$ cat config.mk
export PLATFORM = sky130hd
export DESIGN_NAME = clock_divider
export DESIGN_NICKNAME = d
export VERILOG_FILES = /design/src/rtl/clock_divider_pkg.sv /design/src/rtl/clock_div_channel.sv /design/src/rtl/clock_divider.sv
export SDC_FILE = /design/constraint.sdc
export NUM_CORES = 1
export LEC_CHECK = 0
export BUFFER_PORTS_ARGS = -buffer_cell sky130_fd_sc_hd__clkbuf_2
export CORE_AREA = 2 2 127 191
export DETAILED_ROUTE_END_ITERATION = 8
export DIE_AREA = 0 0 129 193
export GPL_ROUTABILITY_DRIVEN = 1
export GPL_TIMING_DRIVEN = 0
export PLACE_DENSITY = 0.73
export REMOVE_ABC_BUFFERS = 1
export SLEW_MARGIN = 20
export SYNTH_ARGS = -nofsm -noshare
export SYNTH_HDL_FRONTEND = slang
export SYNTH_SLANG_ARGS = --single-unit
$ cat constraint.sdc
create_clock -name clk -period 4.4 [get_ports clk]
set_input_delay 1.32 -clock clk [delete_from_list [all_inputs] [get_ports clk]]
set_output_delay 1.32 -clock clk [all_outputs]
set_load 0.02 [all_outputs]
$ cat src/rtl/clock_divider_pkg.sv
// Shared constants and types for the programmable clock divider.
package clock_divider_pkg;

  localparam int DEF_CNT_W = 8;   // default counter width
  localparam int MIN_DIV   = 2;   // smallest usable divide ratio
  localparam int DEF_DIV   = 8;   // divide ratio after reset
  localparam int DEF_HIGH  = 4;   // high time after reset

  // Channel run state. CH_INIT covers the single edge after reset release,
  // where the channel picks up its reset-time run state.
  typedef enum logic [1:0] {
    CH_INIT = 2'd0,
    CH_STOP = 2'd1,
    CH_RUN  = 2'd2
  } ch_state_t;

  // Width of a channel index; never narrower than one bit.
  function automatic int ch_w(input int n);
    return (n > 1) ? $clog2(n) : 1;
  endfunction

endpackage

$ cat src/rtl/clock_div_channel.sv
// One divider channel: period counter, shadow config with pending flag,
// commit-at-wrap logic and registered clk_out/tick outputs.
module clock_div_channel
  import clock_divider_pkg::*;
#(
  parameter int CNT_W        = DEF_CNT_W,
  parameter int DEFAULT_DIV  = DEF_DIV,
  parameter int DEFAULT_HIGH = DEF_HIGH,
  parameter bit RESET_EN     = 1'b1
) (
  input  logic             clk,
  input  logic             reset_n,
  input  logic             wr,
  input  logic [CNT_W-1:0] wr_div,
  input  logic [CNT_W-1:0] wr_high,
  input  logic             wr_en,
  input  logic             restart,
  output logic             pending,
  output logic             clk_out,
  output logic             tick,
  output logic             active
);

  localparam logic [CNT_W-1:0] ONE   = CNT_W'(1);
  localparam logic [CNT_W-1:0] MIN_D = CNT_W'(MIN_DIV);

  ch_state_t        state_reg, state_next;
  logic [CNT_W-1:0] cnt_reg, cnt_next;
  logic [CNT_W-1:0] div_reg, div_next;
  logic [CNT_W-1:0] high_reg, high_next;
  logic [CNT_W-1:0] sh_div_reg, sh_div_next;
  logic [CNT_W-1:0] sh_high_reg, sh_high_next;
  logic             sh_en_reg, sh_en_next;
  logic             pending_reg, pending_next;
  logic             clk_out_reg, clk_out_next;
  logic             tick_reg, tick_next;

  logic             accept;
  logic [CNT_W-1:0] src_div, src_div_clamped, src_high;
  logic             src_en;
  ch_state_t        reset_run_state, src_run_state;

  // Config source for a commit: a write landing on this edge wins over the shadow.
  always_comb begin
    accept          = wr && !pending_reg;
    src_div         = accept ? wr_div  : sh_div_reg;
    src_high        = accept ? wr_high : sh_high_reg;
    src_en          = accept ? wr_en   : sh_en_reg;
    src_div_clamped = (src_div < MIN_D) ? MIN_D : src_div;
    src_run_state   = src_en ? CH_RUN : CH_STOP;
    reset_run_state = RESET_EN ? CH_RUN : CH_STOP;
  end

  // Next-state: restart beats wrap; running channels commit only at wrap,
  // stopped channels commit on the edge after acceptance.
  always_comb begin
    state_next   = state_reg;
    cnt_next     = cnt_reg;
    div_next     = div_reg;
    high_next    = high_reg;
    sh_div_next  = sh_div_reg;
    sh_high_next = sh_high_reg;
    sh_en_next   = sh_en_reg;
    pending_next = pending_reg;

    if (accept) begin
      sh_div_next  = wr_div;
      sh_high_next = wr_high;
      sh_en_next   = wr_en;
      pending_next = 1'b1;
    end

    if (restart) begin
      cnt_next = '0;
      if (pending_reg || accept) begin
        div_next     = src_div_clamped;
        high_next    = src_high;
        state_next   = src_run_state;
        pending_next = 1'b0;
      end else if (state_reg == CH_INIT) begin
        state_next = reset_run_state;
      end
    end else begin
      case (state_reg)
        CH_INIT: begin
          state_next = reset_run_state;
          cnt_next   = '0;
        end
        CH_RUN: begin
          if (cnt_reg >= div_reg - ONE) begin
            cnt_next = '0;
            if (pending_reg) begin
              div_next     = src_div_clamped;
              high_next    = src_high;
              state_next   = src_run_state;
              pending_next = 1'b0;
            end
          end else begin
            cnt_next = cnt_reg + ONE;
          end
        end
        CH_STOP: begin
          if (pending_reg) begin
            div_next     = src_div_clamped;
            high_next    = src_high;
            state_next   = src_run_state;
            cnt_next     = '0;
            pending_next = 1'b0;
          end
        end
        default: state_next = CH_INIT;
      endcase
    end

    clk_out_next = (state_next == CH_RUN) && (cnt_next < high_next);
    tick_next    = (state_next == CH_RUN) && (cnt_next == '0);
  end

  // State and output registers.
  always_ff @(posedge clk or negedge reset_n) begin
    if (!reset_n) begin
      state_reg   <= CH_INIT;
      cnt_reg     <= '0;
      div_reg     <= CNT_W'(DEFAULT_DIV);
      high_reg    <= CNT_W'(DEFAULT_HIGH);
      sh_div_reg  <= CNT_W'(DEFAULT_DIV);
      sh_high_reg <= CNT_W'(DEFAULT_HIGH);
      sh_en_reg   <= 1'b0;
      pending_reg <= 1'b0;
      clk_out_reg <= 1'b0;
      tick_reg    <= 1'b0;
    end else begin
      state_reg   <= state_next;
      cnt_reg     <= cnt_next;
      div_reg     <= div_next;
      high_reg    <= high_next;
      sh_div_reg  <= sh_div_next;
      sh_high_reg <= sh_high_next;
      sh_en_reg   <= sh_en_next;
      pending_reg <= pending_next;
      clk_out_reg <= clk_out_next;
      tick_reg    <= tick_next;
    end
  end

  assign pending = pending_reg;
  assign clk_out = clk_out_reg;
  assign tick    = tick_reg;
  assign active  = (state_reg == CH_RUN);

endmodule

$ cat src/rtl/clock_divider.sv
// N_CH-channel programmable clock divider: decodes the config port into
// per-channel write strobes and reports per-channel readiness.
module clock_divider
  import clock_divider_pkg::*;
#(
  parameter int N_CH         = 4,
  parameter int CNT_W        = DEF_CNT_W,
  parameter int DEFAULT_DIV  = DEF_DIV,
  parameter int DEFAULT_HIGH = DEF_HIGH,
  parameter bit RESET_EN     = 1'b1,
  localparam int CH_W        = ch_w(N_CH)
) (
  input  logic             clk,
  input  logic             reset_n,
  input  logic             cfg_valid,
  output logic             cfg_ready,
  input  logic [CH_W-1:0]  cfg_ch,
  input  logic [CNT_W-1:0] cfg_div,
  input  logic [CNT_W-1:0] cfg_high,
  input  logic             cfg_en,
  input  logic             sync_restart,
  output logic [N_CH-1:0]  clk_out,
  output logic [N_CH-1:0]  tick,
  output logic [N_CH-1:0]  active
);

  logic [N_CH-1:0] pending;
  logic [N_CH-1:0] wr_strobe;

  // Ready unless the index is out of range or that channel already holds a config.
  always_comb begin
    cfg_ready = 1'b0;
    for (int i = 0; i < N_CH; i++) begin
      if (cfg_ch == CH_W'(i)) cfg_ready = !pending[i];
    end
  end

  generate
    for (genvar gi = 0; gi < N_CH; gi++) begin : g_ch
      assign wr_strobe[gi] = cfg_valid && cfg_ready && (cfg_ch == CH_W'(gi));

      clock_div_channel #(
        .CNT_W        (CNT_W),
        .DEFAULT_DIV  (DEFAULT_DIV),
        .DEFAULT_HIGH (DEFAULT_HIGH),
        .RESET_EN     (RESET_EN)
      ) u_ch (
        .clk     (clk),
        .reset_n (reset_n),
        .wr      (wr_strobe[gi]),
        .wr_div  (cfg_div),
        .wr_high (cfg_high),
        .wr_en   (cfg_en),
        .restart (sync_restart),
        .pending (pending[gi]),
        .clk_out (clk_out[gi]),
        .tick    (tick[gi]),
        .active  (active[gi])
      );
    end
  endgenerate

endmodule

==> results of run 1 <==
## timing repair
item	4_1_cts	5_1_grt
setup buffers	0	8
setup endpoints to repair	2	4
cloned	0	0
pin swaps	0	5
resized for setup	4	15
## tightest hold or removal path, cell delays in order, from the launching register on
cell,delay [ps]
dfstp_2,370
nand2_1,50
nand2_1,50
## final cells by class
class | count | area (um^2)
Antenna cell | 1 | 2.50
Clock buffer | 20 | 457
Clock inverter | 12 | 246
Fill cell | 2063 | 10700
Inverter | 54 | 206
Multi-Input combinational cell | 947 | 6450
Sequential cell | 184 | 4620
Tap cell | 319 | 399
Timing Repair Buffer | 48 | 354
## power breakdown
part / switching [W] / total (W) / internal (W)
Combinational: 0.00167 / 0.00291 / 0.00124
Sequential: 0.000404 / 0.00262 / 0.00221
Clock: 0.000688 / 0.00184 / 0.00115
Total: 0.00276 / 0.00737 / 0.00461
## through the flow
stage | utilization | cells | TNS [ps] | setup slack, ps
final | 0.544 | 1585 | 0 | 142
after global routing | 0.544 | 1584 | -15.6 | -15.6
after CTS | 0.539 | 1576 | 0 | 10.6
after detailed placement | 0.508 | 1544 | -512 | -294
after global placement | 0.503 | 1539 | -326810 | -2330
after floorplan | - | 1185 | 0 | 22.0
## routing by layer
metal  up-vias  track usage  share of wire
met5         -            0              0
met4         0        0.102          0.035
met3        47       0.0295          0.035
met2       233        0.403           0.51
met1      4654        0.291           0.42
li1       4544            -              -
## logic make-up after synthesis
| group | Yosys count |
|---|---|
| AND/OR/NAND/NOR | 471 |
| AO/OA/AOI/OAI | 300 |
| flip-flops | 184 |
| buffers and inverters | 122 |
| adder cells (fa/ha/maj) | 88 |
| multiplexers | 62 |
| XOR/XNOR | 26 |
## worst max-delay path by stage
stage / end / from / cells past startpoint
after floorplan: g_ch[2].u_ch.clk_out / g_ch[2].u_ch.div_reg[4] / 15
after global placement: g_ch[1].u_ch.clk_out / sync_restart / 12
after detailed placement: g_ch[2].u_ch.clk_out / g_ch[2].u_ch.div_reg[5] / 16
after CTS: g_ch[0].u_ch.clk_out / g_ch[0].u_ch.div_reg[2] / 17
after global routing: g_ch[0].u_ch.clk_out / g_ch[0].u_ch.div_reg[2] / 17
final: g_ch[1].u_ch.clk_out / sync_restart / 12
## placed cells by master, fill, tap and decap left out, types with 11 or more instances in the layout
| cell | count |
|---|---|
| nand2_1 | 220 |
| dfrtp_1 | 168 |
| ha_1 | 88 |
| nor2_1 | 77 |
| o21ai_0 | 58 |
| inv_1 | 53 |
| a21oi_1 | 51 |
| mux2_2 | 34 |
| clkbuf_2 | 33 |
| nand3_1 | 29 |
| mux2i_1 | 27 |
| nor3_1 | 23 |
| o21a_1 | 19 |
| a221oi_1 | 18 |
| xnor2_1 | 18 |
| and3_1 | 17 |
| clkbuf_16 | 17 |
| a22oi_1 | 16 |
| dfstp_2 | 16 |
| a21o_1 | 15 |
| a31oi_1 | 15 |
| nand4_1 | 14 |
| nor2b_1 | 12 |
| nand2b_1 | 11 |
| o211ai_1 | 11 |
==> impl_metrics.toml, run 1 <==
[power_and_ir_drop]
leakage_nw = 5.89
p_per_area_nw_per_um2 = 579
max-vdd-ir-drop_mv = 0.294
power_w = 0.00737

[synth]
netlist.area_leader.share = 0.365
ys_seq_area_frac = 0.402
synth_compound_area_frac = 0.184
ys_warn_count = 0
synth_simple_gate_area_frac = 0.194
synth-seq-cells = 184
synth_cell_types = 78
synth_common_cells = "nand2_1 (220), dfrtp_1 (168), ha_1 (88), nor2_1 (77), o21ai_0 (58)"
synth_flop_cell = "dfrtp_1"
synth_most_common_cell = "nand2_1"
synthXorXnorAreaFrac = 0.0198
netlist_area_um2 = 11500
synth_top_family_by_area = "simple AND/OR/NAND/NOR gates"
synth_edf_count = 0
synth_fa_ha_area_frac = 0.0957
synth_area_leader_cell = "dfrtp_1"
syn_area_per_cell_um2 = 9.18
ys_async_sr_fraction = 1.00
synth_top_cells_by_area = "dfrtp_1 (37%), ha_1 (9.6%), nand2_1 (7.2%)"
muxShareOfSynthArea = 0.0587
syn-instance-count = 1253

[clocking]
root_buffer = "clkbuf_16"
clk_pin_slew_ps = 70
cts.sinks = 184
hold_buffers = 0
clock_latency_ps = 440
htreeDepth = 4
numCtsBuffers = 17
cts_tree = "yes"
clockBufferDepth = 2

[die]
dieWidth_um = 129
die_h_um = 193
ios = 36
core_um2 = 23400
start_util = 0.492
fp-row-count = 69
die_area_um2 = 24900

[min_path]
holdPathStages = 2
min_path_type = "register to register"
hp-start = "g_ch[0].u_ch.sh_high_reg[2]"
holdPathEnd = "g_ch[0].u_ch.sh_high_reg[2]"

[critical_path]
cp_max_fo = 63
critical_path_required_ps = 4770
crit_chain = "clkbuf_8, clkinvlp_4, o21ai_0, o41ai_1, a22o_1, ha_1, a21o_1, a21o_1, a21oi_1, nor2_1, a211oi_1, o311a_1"
critPathTopFamily = "compound AO/OA/AOI/OAI gates"
startpoint_type = "primary input"
end_kind = "register"
crit_buf_inv = 2
slowest_stage = "clkinvlp_4"
crit_arrival_ps = 4630
rr_worst_depth = 14
path_class = "primary input to register"
r2r-end = "g_ch[3].u_ch.clk_out"
rr_startpoint = "g_ch[3].u_ch.div_reg[5]"
rrSetupSlack_ps = 220
crit_path_max_incr_delay_ps = 610
crit_path_frequent_cell = "a21o_1"

[flow_run]
maxCapViolCount = 0

[global_route]
grt_pass1_wl_um = 46100
grt_pass1_vias = 9120
track_usage = 0.233
grt_max_degree = 76
antenna_found_initial = 0
overflow = 0

[final_layout]
drive_above_1_share = 0.130
areaGrowthSynthToFinish_pct = 10.7
layout.nets = 1363
design_area_um2 = 12700

[sta]
drv_slew = 0
fin_skew_ps = 7.91
hold_ws_ps = 460
finalSetupViolations = 0
period_needed_ps = 4260
rsz0062_at_grt = "true"
fmax_ghz = 0.235
min_period_over_period = 0.968
max_slew_margin = 0.247
hold_violations = 0
worstMarginPinSlew_ps = 1120

[drt]
dr.pass1.iters = 5
wl_per_cell_um = 17.8
antenna_left = 0
drc = 0
drtIter0Drc = 650
routed_wl_um = 28300
viasPerCell = 5.98
vias = 9478

[placed_design]
gp_congestion = 0.848
hpwl_um = 19900
dpl_cell_area_um2 = 11900
portBuffers = 35

[outcome]
outcome = "completed"
(Power assumes the default switching activity.)
==> inputs of run 2 (changes only) <==
--- a/config.mk
+++ b/config.mk
@@ -12,6 +12,7 @@
 export GPL_ROUTABILITY_DRIVEN = 1
 export GPL_TIMING_DRIVEN = 0
 export PLACE_DENSITY = 0.73
+export RECOVER_POWER = 25
 export REMOVE_ABC_BUFFERS = 1
 export SLEW_MARGIN = 20
 export SYNTH_ARGS = -nofsm -noshare
==> impl_metrics.toml, run 2 (synthesis gave the netlist of run 1 again) <==
[outcome]
outcome = "finished with violations"
violations = "max-capacitance violations, max-slew violations"

[power_and_ir_drop]
power_w = 0.00737
leakage_nw = 5.90
max-vdd-ir-drop_mv = 0.294
p_per_area_nw_per_um2 = 579

[placed_design]
hpwl_um = 19900
portBuffers = 35
gp_congestion = 0.848

[drt]
drc = 0
dr.pass1.iters = 5
wl_per_cell_um = 17.8
routed_wl_um = 28300
drtIter0Drc = 650
antenna_left = 0
viasPerCell = 5.98
vias = 9478

[critical_path]
crit_arrival_ps = 4630
cp_max_fo = 63
startpoint_type = "primary input"
rrSetupSlack_ps = 220
end_kind = "register"
critical_path_required_ps = 4770
path_class = "primary input to register"

[die]
die_h_um = 193
dieWidth_um = 129
die_area_um2 = 24900
start_util = 0.492
ios = 36
fp-row-count = 69
core_um2 = 23400

[sta]
min_period_over_period = 0.968
rsz0062_at_grt = "true"
max_slew_margin = -0.813
worstMarginPinSlew_ps = 2720
drv_slew = 58
hold_ws_ps = 460
fmax_ghz = 0.235
hold_violations = 0
finalSetupViolations = 0
period_needed_ps = 4260
fin_skew_ps = 7.91

[clocking]
cts_tree = "yes"
clock_latency_ps = 440
clockBufferDepth = 2
numCtsBuffers = 17
hold_buffers = 0
cts.sinks = 184
clk_pin_slew_ps = 70
root_buffer = "clkbuf_16"
htreeDepth = 4

[final_layout]
final_common_cell = "nand2_1"
layout.nets = 1363
drive_above_1_share = 0.129
ff_latch_area_um2 = 4620
fin_util = 0.544
areaGrowthSynthToFinish_pct = 10.7
layout_common_cells = "nand2_1 (220), dfrtp_1 (168), ha_1 (88)"
nFillCells = 2063
multi_input_area_um2 = 6450

[global_route]
grt_max_degree = 76
antenna_found_initial = 0
grt_pass1_vias = 9120
grt_pass1_wl_um = 46100
track_usage = 0.233
overflow = 0

[flow_run]
maxCapViolCount = 1

[min_path]
min_path_type = "register to register"
## run 2: cell types whose count changed in the layout (fill, tap and decap cells not counted), sizes merged
cell / before / now
clkbuf: 55 / 54
dlymetal6s4s: 0 / 1
## run 2: report_power, final
part / switching (W) / internal, W
Combinational: 0.00167 / 0.00124
Clock: 0.000688 / 0.00115
Sequential: 0.000404 / 0.00221
## run 2: area by class of cell
cell class / count / share of cell area
tap: 319 / 0.0313
clock buffer: 20 / 0.0359
sequential: 184 / 0.363
antenna: 1 / 0.000196
multi-input combinational: 947 / 0.506
timing repair buffer: 48 / 0.0277
inverter: 54 / 0.0162
clock inverter: 12 / 0.0194
## run 2: final timing paths
check                                             from                          end  cells past startpoint
max                                       sync_restart         g_ch[1].u_ch.clk_out                     12
min                        g_ch[0].u_ch.sh_high_reg[2]  g_ch[0].u_ch.sh_high_reg[2]                      2
max reg2reg                    g_ch[3].u_ch.div_reg[5]         g_ch[3].u_ch.clk_out                     14
min reg2reg                g_ch[0].u_ch.sh_high_reg[2]  g_ch[0].u_ch.sh_high_reg[2]                      2
max in group asynchronous                      reset_n      g_ch[2].u_ch.div_reg[3]                      3
min in group asynchronous                      reset_n      g_ch[3].u_ch.div_reg[4]                      1
## run 2: worst max-delay path, cell delays in order
cell and delay, ps:
clkbuf_8 350, clkinvlp_4 610, o21ai_0 480, o41ai_1 170
a22o_1 280, ha_1 320, a21o_1 160, a21o_1 170
a21oi_1 140, nor2_1 60, a211oi_1 280, o311a_1 250
## run 2: metrics by stage
stage	area, um^2	worst slack [ps]	cells	TNS [ps]
5_1_grt	12700	-15.6	1584	-15.6
2_1_floorplan	11200	22.0	1185	0
3_3_place_gp	11800	-2330	1539	-326810
3_5_place_dp	11900	-294	1544	-512
4_1_cts	12600	10.6	1576	0
6_report	12700	142	1585	0
## run 2: metal layers
layer	track usage	wire (um)	up-vias
li1	-	-	4544
met4	0.102	990	0
met3	0.0295	988	47
met1	0.291	12000	4654
met5	0	0	-
met2	0.403	14300	233
## run 2: what timing repair did
item	4_1_cts	5_1_grt
setup endpoints to repair	2	4
setup buffers	0	8
pin swaps	0	5
gates resized for setup	4	15
